File: config.mk
export PLATFORM = sky130hd
export DESIGN_NAME = grid_game_ctrl
export DESIGN_NICKNAME = d
export VERILOG_FILES = /design/src/rtl/grid_game_ctrl.sv
export SDC_FILE = /design/constraint.sdc
export NUM_CORES = 1
export LEC_CHECK = 0
export CORE_MARGIN = 1
export CORE_UTILIZATION = 65
export DETAILED_ROUTE_END_ITERATION = 10
export HOLD_SLACK_MARGIN = 0.12
export PLACE_DENSITY = 0.85
export SKIP_LAST_GASP = 1
export SYNTH_ARGS = -nofsm -noshare
export SYNTH_HDL_FRONTEND = slang
export SYNTH_SLANG_ARGS = --single-unit
File: constraint.sdc
create_clock -name clk -period 10.5 [get_ports clk]
set_input_delay 2.1 -clock clk [delete_from_list [all_inputs] [get_ports clk]]
set_output_delay 2.1 -clock clk [all_outputs]
set_load 0.03 [all_outputs]
File: src/rtl/grid_game_ctrl.sv
// grid_game_ctrl: N x N board, K-in-a-row two-player game engine.
// Button edges move the cursor and place marks. After each placement a serial
// win check probes outward from the last placed cell.
// Optional feature macro: GRID_CURSOR_SKIP_EN. When defined, btn_next searches
// forward for the next empty cell instead of stepping the cursor by one.
module grid_game_ctrl #(
  parameter int N = 3,
  parameter int K = 3
) (
  input  logic                   clk,
  input  logic                   rst,
  input  logic                   btn_next_i,
  input  logic                   btn_sel_i,
  output logic [2*N*N-1:0]       cells_o,
  output logic [$clog2(N*N)-1:0] cursor_o,
  output logic                   turn_o,
  output logic [1:0]             winner_o,
  output logic                   busy_o,
  output logic                   game_over_o
);
  localparam int CELLS = N * N;
  localparam int IDX_W = $clog2(CELLS);
  localparam int RC_W  = $clog2(N);
  localparam int CNT_W = $clog2(CELLS + 1);
  localparam int POS_W = IDX_W + 2 * RC_W;

  localparam logic [1:0] ST_PLAY  = 2'd0;
  localparam logic [1:0] ST_CHECK = 2'd1;
  localparam logic [1:0] ST_DONE  = 2'd2;
`ifdef GRID_CURSOR_SKIP_EN
  localparam logic [1:0] ST_SEARCH = 2'd3;
`endif

  logic [1:0]       state_q, state_d;
  logic [2*CELLS-1:0] cells_q, cells_d;
  logic [IDX_W-1:0] cursor_q, cursor_d;
  logic [RC_W-1:0]  cur_row_q, cur_row_d, cur_col_q, cur_col_d;
  logic             turn_q, turn_d;
  logic [1:0]       winner_q, winner_d;
  logic             busy_q, busy_d;
  logic             game_over_q, game_over_d;
  logic [CNT_W-1:0] moves_q, moves_d;
  logic             next_hist_q, sel_hist_q;
  logic [RC_W-1:0]  last_row_q, last_row_d, last_col_q, last_col_d;
  logic [2:0]       dir_q, dir_d;      // 0..3 = direction, 4 = decide cycle
  logic             sense_q, sense_d;  // 0 = outward in + sense, 1 = - sense
  logic [3:0]       step_q, step_d;    // distance from the last placed cell
  logic             alive_q, alive_d;  // run in the current sense not yet broken
  logic [3:0]       run_q, run_d;
  logic             win_q, win_d;
`ifdef GRID_CURSOR_SKIP_EN
  logic [POS_W-1:0] srch_pos_q, srch_pos_d;
`endif

  logic             next_edge, sel_edge;
  logic [1:0]       mark;
  logic [1:0]       cell_arr [CELLS];
  logic [POS_W-1:0] cur_pos;
  int               dr, dc, pr, pc;
  logic             in_bounds, probe_hit;
  logic [IDX_W-1:0] probe_idx;
  logic [3:0]       run_inc;

  assign next_edge = btn_next_i & ~next_hist_q;
  assign sel_edge  = btn_sel_i & ~sel_hist_q;
  assign mark      = turn_q ? 2'b10 : 2'b01;
  assign cur_pos   = {cursor_q, cur_row_q, cur_col_q};

  for (genvar gi = 0; gi < CELLS; gi++) begin : g_cell
    assign cell_arr[gi] = cells_q[2*gi +: 2];
  end

  // Step a {index,row,col} position forward by one cell, wrapping at the end.
  function automatic logic [POS_W-1:0] pos_adv(input logic [POS_W-1:0] p);
    logic [IDX_W-1:0] idx;
    logic [RC_W-1:0]  r, c;
    {idx, r, c} = p;
    if (c == RC_W'(N - 1)) begin
      c = '0;
      r = (r == RC_W'(N - 1)) ? '0 : r + 1'b1;
    end else begin
      c = c + 1'b1;
    end
    idx = (idx == IDX_W'(CELLS - 1)) ? '0 : idx + 1'b1;
    return {idx, r, c};
  endfunction

  // Probe address: row/col of the last cell offset along the current direction.
  always_comb begin
    dr = 0;
    dc = 0;
    case (dir_q)
      3'd0:    begin dr = 0; dc = 1;  end
      3'd1:    begin dr = 1; dc = 0;  end
      3'd2:    begin dr = 1; dc = 1;  end
      default: begin dr = 1; dc = -1; end
    endcase
    if (sense_q) begin
      dr = -dr;
      dc = -dc;
    end
    pr        = int'(last_row_q) + dr * int'(step_q);
    pc        = int'(last_col_q) + dc * int'(step_q);
    in_bounds = (pr >= 0) && (pr < N) && (pc >= 0) && (pc < N);
    probe_idx = in_bounds ? IDX_W'(pr * N + pc) : '0;
    probe_hit = alive_q && in_bounds && (cell_arr[probe_idx] == mark);
    run_inc   = run_q + {3'b000, probe_hit};
  end

  // Next-state logic for play, serial win check, game over and cursor search.
  always_comb begin
    state_d     = state_q;
    cells_d     = cells_q;
    cursor_d    = cursor_q;
    cur_row_d   = cur_row_q;
    cur_col_d   = cur_col_q;
    turn_d      = turn_q;
    winner_d    = winner_q;
    busy_d      = busy_q;
    game_over_d = game_over_q;
    moves_d     = moves_q;
    last_row_d  = last_row_q;
    last_col_d  = last_col_q;
    dir_d       = dir_q;
    sense_d     = sense_q;
    step_d      = step_q;
    alive_d     = alive_q;
    run_d       = run_q;
    win_d       = win_q;
`ifdef GRID_CURSOR_SKIP_EN
    srch_pos_d  = srch_pos_q;
`endif
    case (state_q)
      ST_PLAY: begin
        // A select wins over a simultaneous next; selecting a full cell does nothing.
        if (sel_edge) begin
          if (cell_arr[cursor_q] == 2'b00) begin
            cells_d[{cursor_q, 1'b0} +: 2] = mark;
            last_row_d = cur_row_q;
            last_col_d = cur_col_q;
            moves_d    = moves_q + 1'b1;
            dir_d      = 3'd0;
            sense_d    = 1'b0;
            step_d     = 4'd1;
            alive_d    = 1'b1;
            run_d      = 4'd1;
            win_d      = 1'b0;
            busy_d     = 1'b1;
            state_d    = ST_CHECK;
          end
        end else if (next_edge) begin
`ifdef GRID_CURSOR_SKIP_EN
          srch_pos_d = pos_adv(cur_pos);
          busy_d     = 1'b1;
          state_d    = ST_SEARCH;
`else
          {cursor_d, cur_row_d, cur_col_d} = pos_adv(cur_pos);
`endif
        end
      end
      ST_CHECK: begin
        if (dir_q == 3'd4) begin
          busy_d = 1'b0;
          if (win_q) begin
            winner_d    = mark;
            game_over_d = 1'b1;
            state_d     = ST_DONE;
          end else if (moves_q == CNT_W'(CELLS)) begin
            winner_d    = 2'b11;
            game_over_d = 1'b1;
            state_d     = ST_DONE;
          end else begin
            turn_d  = ~turn_q;
            state_d = ST_PLAY;
          end
        end else if (step_q == 4'(K - 1)) begin
          if (!sense_q) begin
            sense_d = 1'b1;
            step_d  = 4'd1;
            alive_d = 1'b1;
            run_d   = run_inc;
          end else begin
            if (run_inc >= 4'(K)) win_d = 1'b1;
            dir_d   = dir_q + 3'd1;
            sense_d = 1'b0;
            step_d  = 4'd1;
            alive_d = 1'b1;
            run_d   = 4'd1;
          end
        end else begin
          step_d  = step_q + 4'd1;
          alive_d = probe_hit;
          run_d   = run_inc;
        end
      end
      ST_DONE: begin
        if (sel_edge) begin
          cells_d     = '0;
          cursor_d    = '0;
          cur_row_d   = '0;
          cur_col_d   = '0;
          turn_d      = 1'b0;
          winner_d    = 2'b00;
          moves_d     = '0;
          game_over_d = 1'b0;
          state_d     = ST_PLAY;
        end
      end
`ifdef GRID_CURSOR_SKIP_EN
      ST_SEARCH: begin
        // PLAY never has a full board, so an empty cell is always found.
        if (cell_arr[srch_pos_q[POS_W-1 -: IDX_W]] == 2'b00) begin
          {cursor_d, cur_row_d, cur_col_d} = srch_pos_q;
          busy_d  = 1'b0;
          state_d = ST_PLAY;
        end else begin
          srch_pos_d = pos_adv(srch_pos_q);
        end
      end
`endif
      default: state_d = ST_PLAY;
    endcase
  end

  // State registers; button history resets high so a held button gives no edge.
  always_ff @(posedge clk or posedge rst) begin
    if (rst) begin
      state_q     <= ST_PLAY;
      cells_q     <= '0;
      cursor_q    <= '0;
      cur_row_q   <= '0;
      cur_col_q   <= '0;
      turn_q      <= 1'b0;
      winner_q    <= 2'b00;
      busy_q      <= 1'b0;
      game_over_q <= 1'b0;
      moves_q     <= '0;
      next_hist_q <= 1'b1;
      sel_hist_q  <= 1'b1;
      last_row_q  <= '0;
      last_col_q  <= '0;
      dir_q       <= 3'd0;
      sense_q     <= 1'b0;
      step_q      <= 4'd1;
      alive_q     <= 1'b0;
      run_q       <= 4'd1;
      win_q       <= 1'b0;
`ifdef GRID_CURSOR_SKIP_EN
      srch_pos_q  <= '0;
`endif
    end else begin
      state_q     <= state_d;
      cells_q     <= cells_d;
      cursor_q    <= cursor_d;
      cur_row_q   <= cur_row_d;
      cur_col_q   <= cur_col_d;
      turn_q      <= turn_d;
      winner_q    <= winner_d;
      busy_q      <= busy_d;
      game_over_q <= game_over_d;
      moves_q     <= moves_d;
      next_hist_q <= btn_next_i;
      sel_hist_q  <= btn_sel_i;
      last_row_q  <= last_row_d;
      last_col_q  <= last_col_d;
      dir_q       <= dir_d;
      sense_q     <= sense_d;
      step_q      <= step_d;
      alive_q     <= alive_d;
      run_q       <= run_d;
      win_q       <= win_d;
`ifdef GRID_CURSOR_SKIP_EN
      srch_pos_q  <= srch_pos_d;
`endif
    end
  end

  assign cells_o     = cells_q;
  assign cursor_o    = cursor_q;
  assign turn_o      = turn_q;
  assign winner_o    = winner_q;
  assign busy_o      = busy_q;
  assign game_over_o = game_over_q;
endmodule

==> results.json <==
{
  "std_cell_rows": 37,
  "place_congestion": 0.929,
  "cts_inserted_buffers": 9,
  "synth_ff_type": "dfrtp_1",
  "crit_buf_inv": 4,
  "rsz0062_at_grt": "false",
  "grtUsageTotal_pct": 35.4,
  "status": "completed",
  "tightestPinTransition_ns": 0.993,
  "postCtsSetupBuffers": 0,
  "synthCells": 834,
  "portBuffers": 30,
  "detailed_place_hpwl_um": 15400,
  "path_common_cell": "ha_1",
  "cts_buffer_depth": 2,
  "ant_nets": 0,
  "drc": 0,
  "period_needed_ns": 8.06,
  "routed_wl_um": 19300,
  "cp_slowest_cell": "fa_1",
  "syn2layout_area_growth_pct": 7.89,
  "cts-root-buf": "clkbuf_8",
  "fin_ws_ns": 2.44,
  "yosysWarnings": 0,
  "core_mm2": 0.0105,
  "final_layout_size_suffix_gt1_share_pct": 8.04,
  "synth_area_per_cell_um2": 8.54,
  "crit_fanout": 8,
  "critPathLaunchType": "flip-flop",
  "hold_viol": 0,
  "first_global_vias": 6588,
  "postCtsResizedCells": 0,
  "yosys-top-cells-count": "inv_1 (88), nand2_1 (78), ha_1 (73), a21oi_1 (63), nor2_1 (62)",
  "min_path_type": "flip-flop to flip-flop",
  "grt_pass1_wl_um": 31700,
  "synth_seq_cells": 57,
  "vias_per_cell": 6.59,
  "final-max-slew-violation-count": 0,
  "setup_tns_ns": 0,
  "cts.hold.buffers_added": 0,
  "yosysSeqAreaShare_pct": 20.1,
  "finClkSkew_ns": 0.0112,
  "grt_max_degree": 58,
  "clk_pin_slew_ns": 0.07,
  "first_pass_iters": 5,
  "antenna_found_initial": 0,
  "cts.sinks": 57,
  "fin_nets": 970,
  "cts_tree": "yes",
  "fin_crit_sh_pct": 76.7,
  "relSlewSlack_pct": 33.6,
  "maxCapViolCount": 0,
  "overflow": 0,
  "syn_area_mm2": 0.00712,
  "htreeDepth": 3,
  "pre_cts_slack_ns": 2.57,
  "vias": 6554,
  "die_x_um": 107,
  "worstSetupEndpointType": "flip-flop",
  "netlist.area_leader.share_pct": 18.6,
  "worstPathRequired_ns": 10.71,
  "yosysTopAreaCell": "dfrtp_1",
  "fp.dieH_um": 107,
  "synth.most_common_cell": "inv_1",
  "dieArea_mm2": 0.0114,
  "critical_path_class": "flip-flop to flip-flop",
  "wl_per_cell_um": 19.4,
  "synth.net_count": 951,
  "cpPeakStageDelay_ns": 0.52,
  "setup_viol": 0,
  "synth_edf_count": 0,
  "worstSkewPairLatency_ns": 0.36,
  "synth_area_leaders": "dfrtp_1 (19%), ha_1 (13%), fa_1 (11%), inv_1 (4.6%), a21oi_1 (4.4%)",
  "diodes": 0,
  "ios": 31,
  "worstPathArrival_ns": 8.27,
  "critical_path.top_delay_family": "adder cells",
  "first_iter_violations": 416,
  "fillers": 789,
  "async_flop_share_pct": 100,
  "timing.fmax_mhz": 124,
  "synthDistinctLibCells": 87,
  "start_util_pct": 68.1
}
[logic make-up (layout without fill, tap and decap cells)]
| kind of cell | count (synthesis) | in the layout | share of synthesized area, % |
|---|---|---|---|
| compound gates | 238 | 238 | 23.5 |
| xor+xnor | 31 | 31 | 3.81 |
| fa+ha+maj | 113 | 113 | 24.1 |
| buf+inv | 112 | 136 | 6.76 |
| flops | 57 | 57 | 20.1 |
| mux | 15 | 15 | 2.63 |
| simple gates | 268 | 268 | 19.1 |
[final timing paths]
kind                              end  slack, ns      from  depth (start not counted)
min                          run_q[0]       0.47  run_q[0]                          2
max reg2reg                     win_q       2.44  dir_q[0]                         35
min in group asynchronous    dir_q[2]       2.29       rst                          3
max in group asynchronous  cells_o[2]       7.73       rst                          3
min reg2reg                  run_q[0]       0.47  run_q[0]                          2
max                             win_q       2.44  dir_q[0]                         35
[final cells by class]
cell class / instances / area, um^2 / share of cell area, %
multi-input combinational: 665 / 5210 / 67.8
sequential: 57 / 1430 / 18.6
inverter: 88 / 330 / 4.30
timing repair buffer: 32 / 315 / 4.10
tap: 136 / 170 / 2.21
clock buffer: 10 / 138 / 1.79
clock inverter: 6 / 90.1 / 1.17
[routing by layer]
metal  track usage [%]  share of wire (%)  vias to the layer above
met5                 0                  0                        -
met4              19.3                5.0                        0
met3              4.68                6.3                       78
met2              63.2                 51                      317
met1              41.1                 38                     3130
li1                  -                  -                     3029
[state kept, by name (all words and copies together) (netlist names), 2 cells and up]
register / flops
last_col_q: 2
cur_col_q: 2
cur_row_q: 2
state_q: 2
winner_o: 2
moves_q: 4
last_row_q: 2
step_q: 4
cells_o: 18
dir_q: 3
cursor_o: 4
run_q: 4
[through the flow]
stage	cells	utilization [%]	cell area, um^2	hold WS [ns]
after detailed placement	978	71.3	7460	0.467
after CTS	994	73.5	7680	0.479
after global placement	978	71.3	7460	0.447
after floorplan	834	-	7120	0.437
after global routing	994	73.5	7680	0.494
final	994	73.5	7680	0.470
[cells in the final DEF (no fill, tap or decap), types with 15 or more instances in the layout]
master	synthesis	layout
inv_1	88	87
nand2_1	78	78
ha_1	73	73
a21oi_1	63	63
nor2_1	62	62
dfrtp_1	53	53
o21ai_0	44	44
fa_1	40	40
clkdlybuf4s50_1	0	30
nand3_1	24	24
nor3_1	22	22
xnor2_1	22	22
a21o_1	16	16
nand2b_1	15	15
[tightest hold or removal path, cell delays in order, from the launching register on]
cell and delay (ns):
dfstp_2 0.37, nand2_1 0.05, nand2_1 0.05
Power is left out: the tool's default activity adds up to more than one toggle a clock period on the data nets, which glitch-free logic cannot reach.
